File: config.mk
export PLATFORM = sky130hd
export DESIGN_NAME = program_loader
export DESIGN_NICKNAME = d
export VERILOG_FILES = /design/src/rtl/loader_pkg.sv /design/src/rtl/program_loader.sv
export SDC_FILE = /design/constraint.sdc
export NUM_CORES = 1
export LEC_CHECK = 0
export ABC_AREA = 0
export BUFFER_PORTS_ARGS = -buffer_cell sky130_fd_sc_hd__buf_4
export CORE_MARGIN = 1
export CORE_UTILIZATION = 61
export CTS_BUF_LIST = sky130_fd_sc_hd__clkbuf_16
export DETAILED_ROUTE_END_ITERATION = 10
export PLACE_DENSITY_LB_ADDON = 0.05
export SYNTH_ARGS = -nofsm -noshare
export SYNTH_HDL_FRONTEND = slang
export SYNTH_SLANG_ARGS = --single-unit
File: constraint.sdc
create_clock -name clk -period 5.4 [get_ports clk]
set_input_delay 0.27 -clock clk [delete_from_list [all_inputs] [get_ports clk]]
set_output_delay 0.27 -clock clk [all_outputs]
set_load 0.05 [all_outputs]
File: src/rtl/loader_pkg.sv
// Shared definitions for the program loader: FSM state encoding and the
// default memory geometry used by the loader's parameters.
package loader_pkg;

    localparam int DEF_WORD_SIZE = 8;
    localparam int DEF_ADDR_LEN  = 8;
    localparam int DEF_MEM_SIZE  = 256;
    localparam int DEF_INST_LEN  = 12;
    localparam int DEF_INST_CAP  = 20;

    typedef enum logic [2:0] {
        IDLE,
        INST_CNT,
        INST_HI,
        INST_LO,
        DATA_CNT,
        DATA,
        DONE,
        ERROR
    } state_e;

endpackage

File: src/rtl/program_loader.sv
// Byte-stream program loader: parses {N, N x (HI,LO), D, D x data} and writes
// instruction and data memories, then releases the CPU from reset.
module program_loader
    import loader_pkg::*;
#(
    parameter int WORD_SIZE = DEF_WORD_SIZE,
    parameter int ADDR_LEN  = DEF_ADDR_LEN,
    parameter int MEM_SIZE  = DEF_MEM_SIZE,
    parameter int INST_LEN  = DEF_INST_LEN,
    parameter int INST_CAP  = DEF_INST_CAP
) (
    input  logic                        clk,
    input  logic                        rstn,
    input  logic                        start,
    input  logic                        in_valid,
    input  logic [7:0]                  in_data,
    output logic                        in_ready,
    output logic                        inst_we,
    output logic [$clog2(INST_CAP)-1:0] inst_addr,
    output logic [INST_LEN-1:0]         inst_wdata,
    output logic                        mem_we,
    output logic [ADDR_LEN-1:0]         mem_addr,
    output logic [WORD_SIZE-1:0]        mem_wdata,
    output logic                        cpu_rstn,
    output logic                        done,
    output logic                        err
);

    localparam int         IA_W  = $clog2(INST_CAP);
    localparam int         CNT_W = $clog2(INST_CAP + 1);
    localparam logic [7:0] CAP_B = 8'(INST_CAP);

    state_e               state_q, state_d;
    logic [CNT_W-1:0]     n_q, n_d, inst_idx_q, inst_idx_d;
    logic [3:0]           hi_q, hi_d;
    logic [7:0]           d_q, d_d, data_idx_q, data_idx_d;
    logic                 in_ready_q, in_ready_d;
    logic                 inst_we_q, inst_we_d;
    logic [IA_W-1:0]      inst_addr_q, inst_addr_d;
    logic [INST_LEN-1:0]  inst_wdata_q, inst_wdata_d;
    logic                 mem_we_q, mem_we_d;
    logic [ADDR_LEN-1:0]  mem_addr_q, mem_addr_d;
    logic [WORD_SIZE-1:0] mem_wdata_q, mem_wdata_d;
    logic                 done_q, done_d, err_q, err_d, cpu_rstn_q, cpu_rstn_d;
    logic                 take;

    // in_ready_q mirrors the accepting states, so it doubles as the handshake gate.
    assign take = in_valid && in_ready_q;

    always_comb begin
        state_d      = state_q;
        n_d          = n_q;
        inst_idx_d   = inst_idx_q;
        hi_d         = hi_q;
        d_d          = d_q;
        data_idx_d   = data_idx_q;
        inst_we_d    = 1'b0;
        inst_addr_d  = inst_addr_q;
        inst_wdata_d = inst_wdata_q;
        mem_we_d     = 1'b0;
        mem_addr_d   = mem_addr_q;
        mem_wdata_d  = mem_wdata_q;

        case (state_q)
            IDLE, DONE, ERROR: begin
                if (start) begin
                    state_d    = INST_CNT;
                    n_d        = '0;
                    inst_idx_d = '0;
                    d_d        = '0;
                    data_idx_d = '0;
                end
            end
            INST_CNT: begin
                if (take) begin
                    if (in_data == 8'd0 || in_data > CAP_B) begin
                        state_d = ERROR;
                    end else begin
                        n_d     = CNT_W'(in_data);
                        state_d = INST_HI;
                    end
                end
            end
            INST_HI: begin
                if (take) begin
                    hi_d    = in_data[3:0];
                    state_d = INST_LO;
                end
            end
            INST_LO: begin
                if (take) begin
                    inst_we_d    = 1'b1;
                    inst_addr_d  = IA_W'(inst_idx_q);
                    inst_wdata_d = INST_LEN'({hi_q, in_data});
                    inst_idx_d   = inst_idx_q + 1'b1;
                    state_d      = (inst_idx_d < n_q) ? INST_HI : DATA_CNT;
                end
            end
            DATA_CNT: begin
                if (take) begin
                    d_d     = in_data;
                    state_d = (in_data == 8'd0) ? DONE : DATA;
                end
            end
            DATA: begin
                if (take) begin
                    // Bytes beyond the data memory are consumed but not written.
                    mem_we_d    = ({24'd0, data_idx_q} < 32'(MEM_SIZE));
                    mem_addr_d  = ADDR_LEN'(data_idx_q);
                    mem_wdata_d = WORD_SIZE'(in_data);
                    data_idx_d  = data_idx_q + 8'd1;
                    if ({1'b0, data_idx_q} + 9'd1 == {1'b0, d_q}) begin
                        state_d = DONE;
                    end
                end
            end
            default: state_d = IDLE;
        endcase

        in_ready_d = (state_d == INST_CNT) || (state_d == INST_HI) || (state_d == INST_LO) ||
                     (state_d == DATA_CNT) || (state_d == DATA);
        done_d     = (state_d == DONE);
        err_d      = (state_d == ERROR);
        cpu_rstn_d = (state_d == DONE);
    end

    always_ff @(posedge clk or negedge rstn) begin
        if (!rstn) begin
            state_q      <= IDLE;
            n_q          <= '0;
            inst_idx_q   <= '0;
            hi_q         <= '0;
            d_q          <= '0;
            data_idx_q   <= '0;
            in_ready_q   <= 1'b0;
            inst_we_q    <= 1'b0;
            inst_addr_q  <= '0;
            inst_wdata_q <= '0;
            mem_we_q     <= 1'b0;
            mem_addr_q   <= '0;
            mem_wdata_q  <= '0;
            done_q       <= 1'b0;
            err_q        <= 1'b0;
            cpu_rstn_q   <= 1'b0;
        end else begin
            state_q      <= state_d;
            n_q          <= n_d;
            inst_idx_q   <= inst_idx_d;
            hi_q         <= hi_d;
            d_q          <= d_d;
            data_idx_q   <= data_idx_d;
            in_ready_q   <= in_ready_d;
            inst_we_q    <= inst_we_d;
            inst_addr_q  <= inst_addr_d;
            inst_wdata_q <= inst_wdata_d;
            mem_we_q     <= mem_we_d;
            mem_addr_q   <= mem_addr_d;
            mem_wdata_q  <= mem_wdata_d;
            done_q       <= done_d;
            err_q        <= err_d;
            cpu_rstn_q   <= cpu_rstn_d;
        end
    end

    assign in_ready   = in_ready_q;
    assign inst_we    = inst_we_q;
    assign inst_addr  = inst_addr_q;
    assign inst_wdata = inst_wdata_q;
    assign mem_we     = mem_we_q;
    assign mem_addr   = mem_addr_q;
    assign mem_wdata  = mem_wdata_q;
    assign done       = done_q;
    assign err        = err_q;
    assign cpu_rstn   = cpu_rstn_q;

endmodule
# --- Yosys cells after proc, flatten, opt, wreduce, memory -nomap -nowiden ---
# Index checks and enable logic that the tools add are counted.
# W data, S select, Z words.
totals:
  register_bits: 71
  in_bits: 12
  word_cells: 86
classes:
  addsub: 3
  magnitude_cmp: 2
  n_eq_ne: 21
  mux: 25
  n_reduce_logical: 20
ops:
  columns: ["operator", "count"]
  rows:
  - ["$pmux W8 S2", 2]
  - ["$mux W3", 9]
  - ["$eq A3 B3 Y1 const B", 8]
  - ["$mux W8", 3]
  - ["$mux W5", 4]
  - ["$pmux W5 S2", 2]
  - ["$pmux W3 S6", 1]
  - ["$eq A3 B2 Y1 const B", 4]
  - ["$ne A2 B2 Y1 const B", 6]
  - ["$add A8 B1 Y9 const B", 1]
  - ["$eq A9 B8 Y1", 1]
  - ["$reduce_and A3 Y1", 3]
  - ["$add A8 B1 Y8 const B", 1]
  - ["$gt A8 B5 Y1 const B", 1]
  - ["$logic_not A8 Y1", 1]
  - ["$reduce_bool A2 Y1", 4]
  - ["$eq A3 B1 Y1 const B", 2]
  - ["$reduce_and A2 Y1", 3]
  - ["$add A5 B1 Y5 const B", 1]
  - ["$logic_or A1 B1 Y1", 5]
  - ["$lt A5 B5 Y1", 1]
  - ["$reduce_and A4 Y1", 1]
  - ["$logic_not A3 Y1", 1]
  - ["$mux W1", 3]
  - ["3 further kinds", 3]

# --- Logic depth before layout (Yosys ltp) ---
# Gate-level depths: netlist (run 1).
depth:
  word_depth: 10
  ltp_mapped: 8
  ltp_nobuf: 8

# --- Worst setup path after synthesis (run 1) ---
# Ideal clock, no wire load.
synth_path:
  path_kind: "register to register"
  start: "reg in_ready_q (netlist: in_ready)"
  end: "reg mem_addr_q[0] (netlist: mem_addr[0])"
  setup_time_ns: 0.066
  arrival_time_ns: 1.909
  required_ns: 5.334
  setup_slack_ns: 3.425
  stages_incl_launch_ff: 9
  n_path_buf: 3
  synth_period_minus_slack_ns: 1.975
  path_cell_list: "dfrtp_1 and3_1 clkbuf_1 nand3_1 inv_1 buf_2 buf_1 nand2_1 nand2_1"
synth_between:
  elab_chain_len: 2
synth_lines:
  columns: ["item", "line", "text"]
  rows:
  - ["from (decl)", "program_loader.sv:37", "logic in_ready_q, in_ready_d;"]
  - ["from (signal assigned)", "program_loader.sv:152", "in_ready_q <= in_ready_d;"]
  - ["$logic_and A1 B1 Y1", "program_loader.sv:48", "assign take = in_valid && in_ready_q;"]
  - ["$reduce_and A2 Y1 (no source line)", null, null]
  - ["to (signal assigned)", "program_loader.sv:157", "mem_addr_q <= mem_addr_d;"]
  - ["to (decl)", "program_loader.sv:42", "logic [ADDR_LEN-1:0] mem_addr_q, mem_addr_d;"]
# Every way passes these cells.
# A chain may end at the register's enable or synchronous reset.

# --- Worst setup path in the final report (run 1) ---
layout_path:
  start: "reg state_q[1]"
  end: "reg inst_idx_q[2]"
layout_between:
  elab_chain_len: 4
layout_lines:
  columns: ["item", "line", "text"]
  rows:
  - ["from (decl)", "program_loader.sv:33", "state_e state_q, state_d;"]
  - ["from (signal assigned)", "program_loader.sv:146", "state_q <= state_d;"]
  - ["$eq A3 B3 Y1 / $logic_not A3 Y1 (equally long branches)", "program_loader.sv:64", "case (state_q)"]
  - ["$reduce_or A3 Y1", "program_loader.sv:64", null]
  - ["$ne A2 B2 Y1 (no source line) / $reduce_bool A2 Y1 (equally long branches)", null, null]
  - ["$reduce_and A3 Y1 (no source line)", null, null]
  - ["to (signal assigned)", "program_loader.sv:148", "inst_idx_q <= inst_idx_d;"]
  - ["to (decl)", "program_loader.sv:34", "logic [CNT_W-1:0] n_q, n_d, inst_idx_q, inst_idx_d;"]
# Several ways; a longest one is shown, not always the timed one.

==> flow_summary_export.csv, run 1 <==
group,metric,value,unit
global_route,track_usage,0.2908,
global_route,grt_pass1_wl,13.22,mm
sta,slew_headroom,0.3727,
cts,clk-insertion-delay-late,330,ps
cts,max-clock-path-buffers,2,
cts,numCtsBuffers,9,
sta,fin_skew,5.842,ps
floorplan,start_util,0.6500,
finish,fill_cells,365,
routing,ant_nets,0,
sta,period_minus_slack,2442,ps
power_and_ir_drop,swShare,0.4192,
cts,cts_num_sinks,71,
power_and_ir_drop,power-per-cell-area,601.2,mW/mm^2
cts,ctsHtreeMaxLevel,3,
power_and_ir_drop,p_clk_frac,0.257,
yosys,yosysUniqueCellTypes,55,
cts,cts_resized,0,
critical_path,slowest_stage,"dfrtp_1",
power_and_ir_drop,comb_power_share,0.402,
global_route,grt_pass1_vias,2719,
routing,drt_iter0_markers,196,
floorplan,core-area,0.005238,mm^2
floorplan,fp.dieW,76.71,um
cts,cts-root-buf,"clkbuf_16",
floorplan,die_h,76.71,um
job,max-cap-violations,0,
sta,setup_viol,0,
place,placed_area,0.003781,mm^2
routing,finalWirelength,7.879,mm
sta,fin_crit_sh,0.4523,
global_route,gr-usage-met3,0.05595,
critical_path,path_class,"register to register",
power_and_ir_drop,p_total,2.466,mW
sta,rsz0062_at_grt,"false",
critical_path,crit_fanout,22,
finish,design_area,0.004103,mm^2
routing,drc_errors,0,
critical_path,cp.required,5650,ps
yosys,ys_warn_count,0,
sta,hold_violations,0,
finish,num_antenna_cells,0,
place,io_buffers,50,
sta,fin_tns_setup,0,ps
global_route,grt_max_degree,72,
critical_path,end_kind,"register",
yosys,avgSynthCellArea,9.379,um^2
routing,drt_first_pass_iters,5,
finish,final_nets,424,
critical_path,crit_chain,"nor2b_1, nand2_1, inv_1, nand2_1, o21ai_0",
sta,tightest_slew,933.7,ps
finish,mostFrequentLayoutCell,"nand2_1",
floorplan,ios,51,
yosys,syn-num-nets,381,
floorplan,num_rows,26,
floorplan,die_area,0.005884,mm^2
sta,fmax,409.5,MHz
worst_hold_path,hold_class,"input port to asynchronous set/reset pin",
cts,cts_setup_buffers,0,
yosys,synth-main-ff-cell,"dfrtp_1",
routing,routedWlPerCell,16.38,um
cts,path_clk_slew,60,ps
power_and_ir_drop,switchingPower,1.034,mW
power_and_ir_drop,sequentialPowerShare,0.341,
yosys,synth.yosys.seq_area_share,0.5219,
critical_path,worstSetupStartpointType,"register",
place,dp_hpwl,5.138,mm
global_route,met1_usage,0.3989,
cts,tritoncts,"yes",
finish,drive_above_1_share,0.1995,
global_route,busiest_layer,"met2",
power_and_ir_drop,irDropWorstVdd,449.6,uV
routing,num_vias,2817,
power_and_ir_drop,p_int,1.433,mW
critical_path,reg2reg_depth,5,
cts,ctsHoldBuffers,0,
critical_path,slowest_delay,680,ps
power_and_ir_drop,power_leakage,2.089,nW
global_route,antenna_found_initial,0,
critical_path,critPathArrivalTime,2690,ps
status,outcome,"completed",
critical_path,crit_top_cell,"nand2_1",
global_route,grt-ovfl-total,0,
yosys,synth_seq_cells,71,
sta,slew_viol_final,0,
global_route,use_met2,0.4545,
yosys,syn_inst,363,
place,gp_congestion,0.8486,
yosys,synth_edf_count,0,
critical_path,cp-startpoint,"state_q[1]$_DFF_PN0_",
routing,vias_per_cell,5.857,
finish,mostFrequentLayoutCells,"113 x nand2_1, 71 x dfrtp_1, 51 x buf_4, 20 x o21ai_0, 15 x a22o_1",
yosys,synth_area,0.003405,mm^2
finish,syn_to_final_growth,20.51,%
yosys,async_flop_share,1.000,
critical_path,r2r-start,"state_q[1]$_DFF_PN0_",
==> power groups by stage <==
| stage | sequential, mW | combinational [mW] | clock [mW] |
|---|---|---|---|
| finish | 0.841 | 0.992 | 0.633 |
| detailed placement | 0.841 | 0.983 | 0 |
| global placement | 0.836 | 0.958 | 0 |
| global route | 0.864 | 1.06 | 0.662 |
| floorplan | 1.10 | 0.455 | 0 |
| CTS | 0.838 | 0.996 | 0.640 |
==> cells by family (layout without fill, tap and decap cells) <==
| group | Yosys count | count (layout) | synth area share |
|---|---|---|---|
| simple gates | 166 | 166 | 0.2139 |
| compound gates | 73 | 73 | 0.1525 |
| flops | 71 | 71 | 0.5219 |
| buf+inv | 28 | 76 | 0.03748 |
| xor+xnor | 14 | 14 | 0.03602 |
| fa+ha+maj | 6 | 6 | 0.02205 |
| mux | 5 | 5 | 0.01617 |
==> cell type report <==
cell class | instances | area (um^2) | area share
clock buffer | 9 | 225.2 | 0.05489
inverter | 9 | 33.78 | 0.008234
clock inverter | 7 | 96.34 | 0.02348
multi-input combinational | 264 | 1500 | 0.3657
tap | 70 | 87.58 | 0.02135
sequential | 71 | 1777 | 0.4331
timing repair buffer | 51 | 382.9 | 0.09332
==> sequential cells by signal, summed over array words and instances (netlist names), 3 cells and up <==
| name | cells |
|---|---|
| state_q | 3 |
| mem_wdata | 8 |
| data_idx_q | 8 |
| d_q | 8 |
| n_q | 5 |
| inst_wdata | 12 |
| inst_idx_q | 5 |
| hi_q | 4 |
| mem_addr | 8 |
| inst_addr | 5 |
==> final timing paths <==
| kind | end | slack [ps] |
|---|---|---|
| worst max register to register | inst_idx_q[2]$_DFFE_PN0P_ | 2960 |
| min in group clk | mem_wdata[5]$_DFFE_PN0P_ | 180 |
| worst min-delay path | cpu_rstn$_DFF_PN0_ | 80 |
| worst max-delay path | inst_idx_q[2]$_DFFE_PN0P_ | 2960 |
| max in group asynchronous | inst_wdata[5]$_DFFE_PN0P_ | 4760 |
| worst min register to register | inst_wdata[9]$_DFFE_PN0P_ | 470 |
==> synthesized netlist by cell type, drive strengths merged, types with 8 or more instances <==
cell type / n / area, um^2
a22o: 17 / 151.4
nand3: 8 / 40.04
buf: 8 / 52.54
o21ai: 20 / 100.1
a21oi: 9 / 52.55
nor3: 8 / 40.04
nor2: 10 / 37.54
clkbuf: 11 / 41.29
nand2: 113 / 424.2
inv: 9 / 33.78
xnor2: 8 / 70.07
dfrtp: 71 / 1777
==> layer usage <==
metal / up-vias / share of wire
met5: - / 0
met4: 0 / 0.020
met3: 18 / 0.054
met2: 107 / 0.47
met1: 1366 / 0.45
li1: 1326 / -
==> per-stage QoR <==
step	util	std cells	setup WS, ps	hold WS, ps
2_1_floorplan	-	363	3425	-25.59
3_3_place_gp	0.7219	465	3128	442.2
3_5_place_dp	0.7219	465	3033	444.8
4_1_cts	0.7833	481	2979	99.99
5_1_grt	0.7833	481	2640	145.3
6_report	0.7833	481	2958	78.08
==> worst max-delay path: cells and delay by family (launching register included) <==
family,cells,cell delay [ps]
AOI/OAI and AO/OA,1,160
buffers and inverters,1,670
DFF,1,680
and+or+nand+nor,3,850
No activity file was read; power rests on OpenSTA's default activity.
==> run 2, diff against run 1 <==
--- a/config.mk
+++ b/config.mk
@@ -5,10 +5,10 @@
 export SDC_FILE = /design/constraint.sdc
 export NUM_CORES = 1
 export LEC_CHECK = 0
-export ABC_AREA = 0
+export ABC_AREA = 1
 export BUFFER_PORTS_ARGS = -buffer_cell sky130_fd_sc_hd__buf_4
 export CORE_MARGIN = 1
-export CORE_UTILIZATION = 61
+export CORE_UTILIZATION = 51
 export CTS_BUF_LIST = sky130_fd_sc_hd__clkbuf_16
 export DETAILED_ROUTE_END_ITERATION = 10
 export PLACE_DENSITY_LB_ADDON = 0.05
==> constraint.sdc (replaced) <==
create_clock -name clk -period 2.2 [get_ports clk]
set_input_delay 0.11 -clock clk [delete_from_list [all_inputs] [get_ports clk]]
set_output_delay 0.11 -clock clk [all_outputs]
set_load 0.05 [all_outputs]
==> run 2 against run 1 <==
  * Setup slack lost 2900 ps
  * Global-route usage shrank 4.5 points
  * First-iteration DRC count shrank 26%
  * Critical path depth grew 9
  * Count of clock-buffer cells in the layout is the same
  * Synthesized cell count grew 6.3%
  * Via count shrank 1.2%
  * Critical endpoint is now err$_DFF_PN0_
==> flow_summary_export.csv, run 2 <==
group,metric,value,unit
yosys,avgSynthCellArea,8.437,um^2
power_and_ir_drop,p_total,6.448,mW
critical_path,cp.required,2420,ps
job,max-cap-violations,0,
finish,syn_to_final_growth,25.66,%
floorplan,die_area,0.006709,mm^2
sta,fin_crit_sh,0.9639,
yosys,synth_edf_count,0,
critical_path,crit_family,"adder cells",
critical_path,critPathArrivalTime,2340,ps
sta,hold_violations,0,
global_route,grt_pass1_vias,2609,
place,io_buffers,50,
sta,period_minus_slack,2120,ps
routing,finalWirelength,7.240,mm
yosys,synth-main-ff-cell,"dfrtp_1",
yosys,yosysTopAreaCell,"dfrtp_1",
yosys,synth.yosys.seq_area_share,0.5455,
yosys,yosysUniqueCellTypes,26,
routing,num_vias,2783,
critical_path,slowest_delay,400,ps
yosys,synth.area.top_cells,"dfrtp_1 55%, nand2_1 12%, o21ai_0 5.2%",
critical_path,crit_buf_inv,2,
global_route,grt-ovfl-total,0,
routing,drc_errors,0,
sta,setup_viol,0,
global_route,track_usage,0.2459,
power_and_ir_drop,power_leakage,2.073,nW
cts,max-clock-path-buffers,2,
yosys,netlist.area_leader.share,0.5455,
global_route,grt_pass1_wl,12.19,mm
power_and_ir_drop,power-per-cell-area,1575,mW/mm^2
critical_path,worstSetupStartpointType,"register",
critical_path,end_kind,"register",
finish,design_area,0.004093,mm^2
status,outcome,"completed",
yosys,syn_inst,386,
critical_path,crit_fanout,3,
floorplan,die_h,81.91,um
sta,tightest_slew,876.5,ps
yosys,synthTopCellsByCount,"107 x nand2_1, 71 x dfrtp_1, 43 x inv_1",
routing,drt_first_pass_iters,4,
global_route,grt_max_degree,72,
yosys,ys_warn_count,0,
place,gp_congestion,0.8988,
routing,drt_iter0_markers,146,
critical_path,crit_chain,"ha_2, nand3_2, xor2_2, inv_2, ha_4, nand2_4, o211ai_1, o21ai_1, nor2_1, nand2_1, inv_2, nand2_2, nand2_2, nor2_2",
yosys,yosysMostFrequentCell,"nand2_1",
finish,final_nets,467,
sta,fin_skew,5.222,ps
routing,vias_per_cell,5.261,
yosys,syn-num-nets,404,
sta,hold_slack,112.6,ps
floorplan,ios,51,
cts,numCtsBuffers,9,
cts,tritoncts,"yes",
finish,mostFrequentLayoutCells,"106 x nand2_1, 71 x dfrtp_1, 59 x buf_4, 42 x inv_1, 33 x o21ai_0",
sta,slew_headroom,0.4157,
cts,ctsHtreeMaxLevel,3,
floorplan,fp.dieW,81.91,um
cts,clk-insertion-delay-late,330,ps
finish,largest_reg_flops,12,
sta,rsz0062_at_grt,"true",
sta,fmax,471.6,MHz
power_and_ir_drop,irDropWorstVdd,966.1,uV
routing,routedWlPerCell,13.69,um
yosys,synth_area,0.003257,mm^2
sta,slew_viol_final,0,
finish,num_antenna_cells,0,
critical_path,slowest_stage,"dfrtp_1",
finish,drive_above_1_share,0.2379,
worst_hold_path,hold_class,"input port to register",
critical_path,path_class,"register to register",
routing,ant_nets,0,
floorplan,start_util,0.5405,
finish,mostFrequentLayoutCell,"nand2_1",
place,placed_area,0.003744,mm^2
yosys,async_flop_share,1.000,
cts,cts-root-buf,"clkbuf_16",
cts,cts_num_sinks,71,
floorplan,num_rows,28,
floorplan,core-area,0.006026,mm^2
global_route,antenna_found_initial,0,
place,dp_hpwl,5.139,mm
cts,path_clk_slew,60,ps
yosys,synth_seq_cells,71,
-- run 2: cell count changes after synthesis, moves of 11 or more --
cell / previous run / this run
inv_1: 9 / 43
nand3_1: 8 / 24
a22o_1: 15 / 0
o22ai_1: 3 / 18
inv_2: 0 / 14
o21ai_0: 20 / 34
o21ai_1: 0 / 11
-- run 2: power by group --
| part | total (mW) | switching, mW | internal, mW | leakage, nW |
|---|---|---|---|---|
| clock | 1.40 | 0.531 | 0.868 | 0.144 |
| sequential | 2.02 | 0.262 | 1.76 | 0.945 |
| combinational | 3.03 | 2.11 | 0.915 | 0.984 |
| total | 6.45 | 2.91 | 3.54 | 2.07 |
-- run 2: layout make-up --
type / count / area (um^2)
fill: 519 / 1933
sequential: 71 / 1777
multi-input combinational: 250 / 1266
timing repair buffer: 60 / 452.9
clock buffer: 9 / 225.2
inverter: 57 / 214.0
tap: 75 / 93.84
clock inverter: 7 / 63.81
-- run 2: what timing repair did --
| item | 4_1_cts | 5_1_grt |
|---|---|---|
| buffers inserted | 2 | 0 |
| resized for setup | 0 | 9 |
| pin swaps | 1 | 8 |
| hold buffers | 1 | 0 |
| hold endpoints to repair | 71 | 0 |
| setup endpoints to repair | 3 | 5 |
-- run 2: path summary, 6_finish.rpt --
check                                     startpoint                    endpoint  slack, ps  cells after the start
max in group asynchronous                       rstn   data_idx_q[0]$_DFFE_PN0P_       1180                      2
setup / recovery           inst_idx_q[1]$_DFFE_PN0P_               err$_DFF_PN0_         80                     14
min in group asynchronous                       rstn   data_idx_q[5]$_DFFE_PN0P_        440                      2
hold / removal                            in_data[7]    mem_wdata[7]$_DFFE_PN0P_        110                      3
hold reg to reg                  hi_q[2]$_DFFE_PN0P_  inst_wdata[10]$_DFFE_PN0P_        470                      2
setup reg to reg           inst_idx_q[1]$_DFFE_PN0P_               err$_DFF_PN0_         80                     14
-- run 2: logic make-up (layout without fill, tap and decap cells) --
group           after synthesis  count (layout)  synth area share
simple gates                168             168            0.2232
compound gates               72              72            0.1210
flops                        71              71            0.5455
buf+inv                      65             133           0.07645
fa+ha+maj                     6               6           0.02305
xor+xnor                      4               4           0.01076
-- run 2: worst min-delay path, delay by kind of cell --
kind / cells / cell delay [ps]
buffers and inverters: 2 / 140
AO/OA/AOI/OAI: 1 / 150
-- run 2: routing by layer --
metal / GRT usage / up-vias / wire, um
met4: 0.1053 / 0 / 119
li1: - / 1371 / -
met5: 0 / - / 0
met2: 0.3694 / 68 / 3345
met3: 0.04333 / 11 / 400
met1: 0.3487 / 1333 / 3374
-- run 2: through the flow --
stage          utilization  instances  setup WS, ps  setup TNS (ps)
6_report            0.6792        529         79.51               0
5_1_grt             0.6792        529        -60.70          -175.4
3_5_place_dp        0.6213        510        -3.606          -5.808
2_1_floorplan            -        386         169.0               0
3_3_place_gp        0.6213        510         59.49               0
4_1_cts             0.6734        529         38.40               0
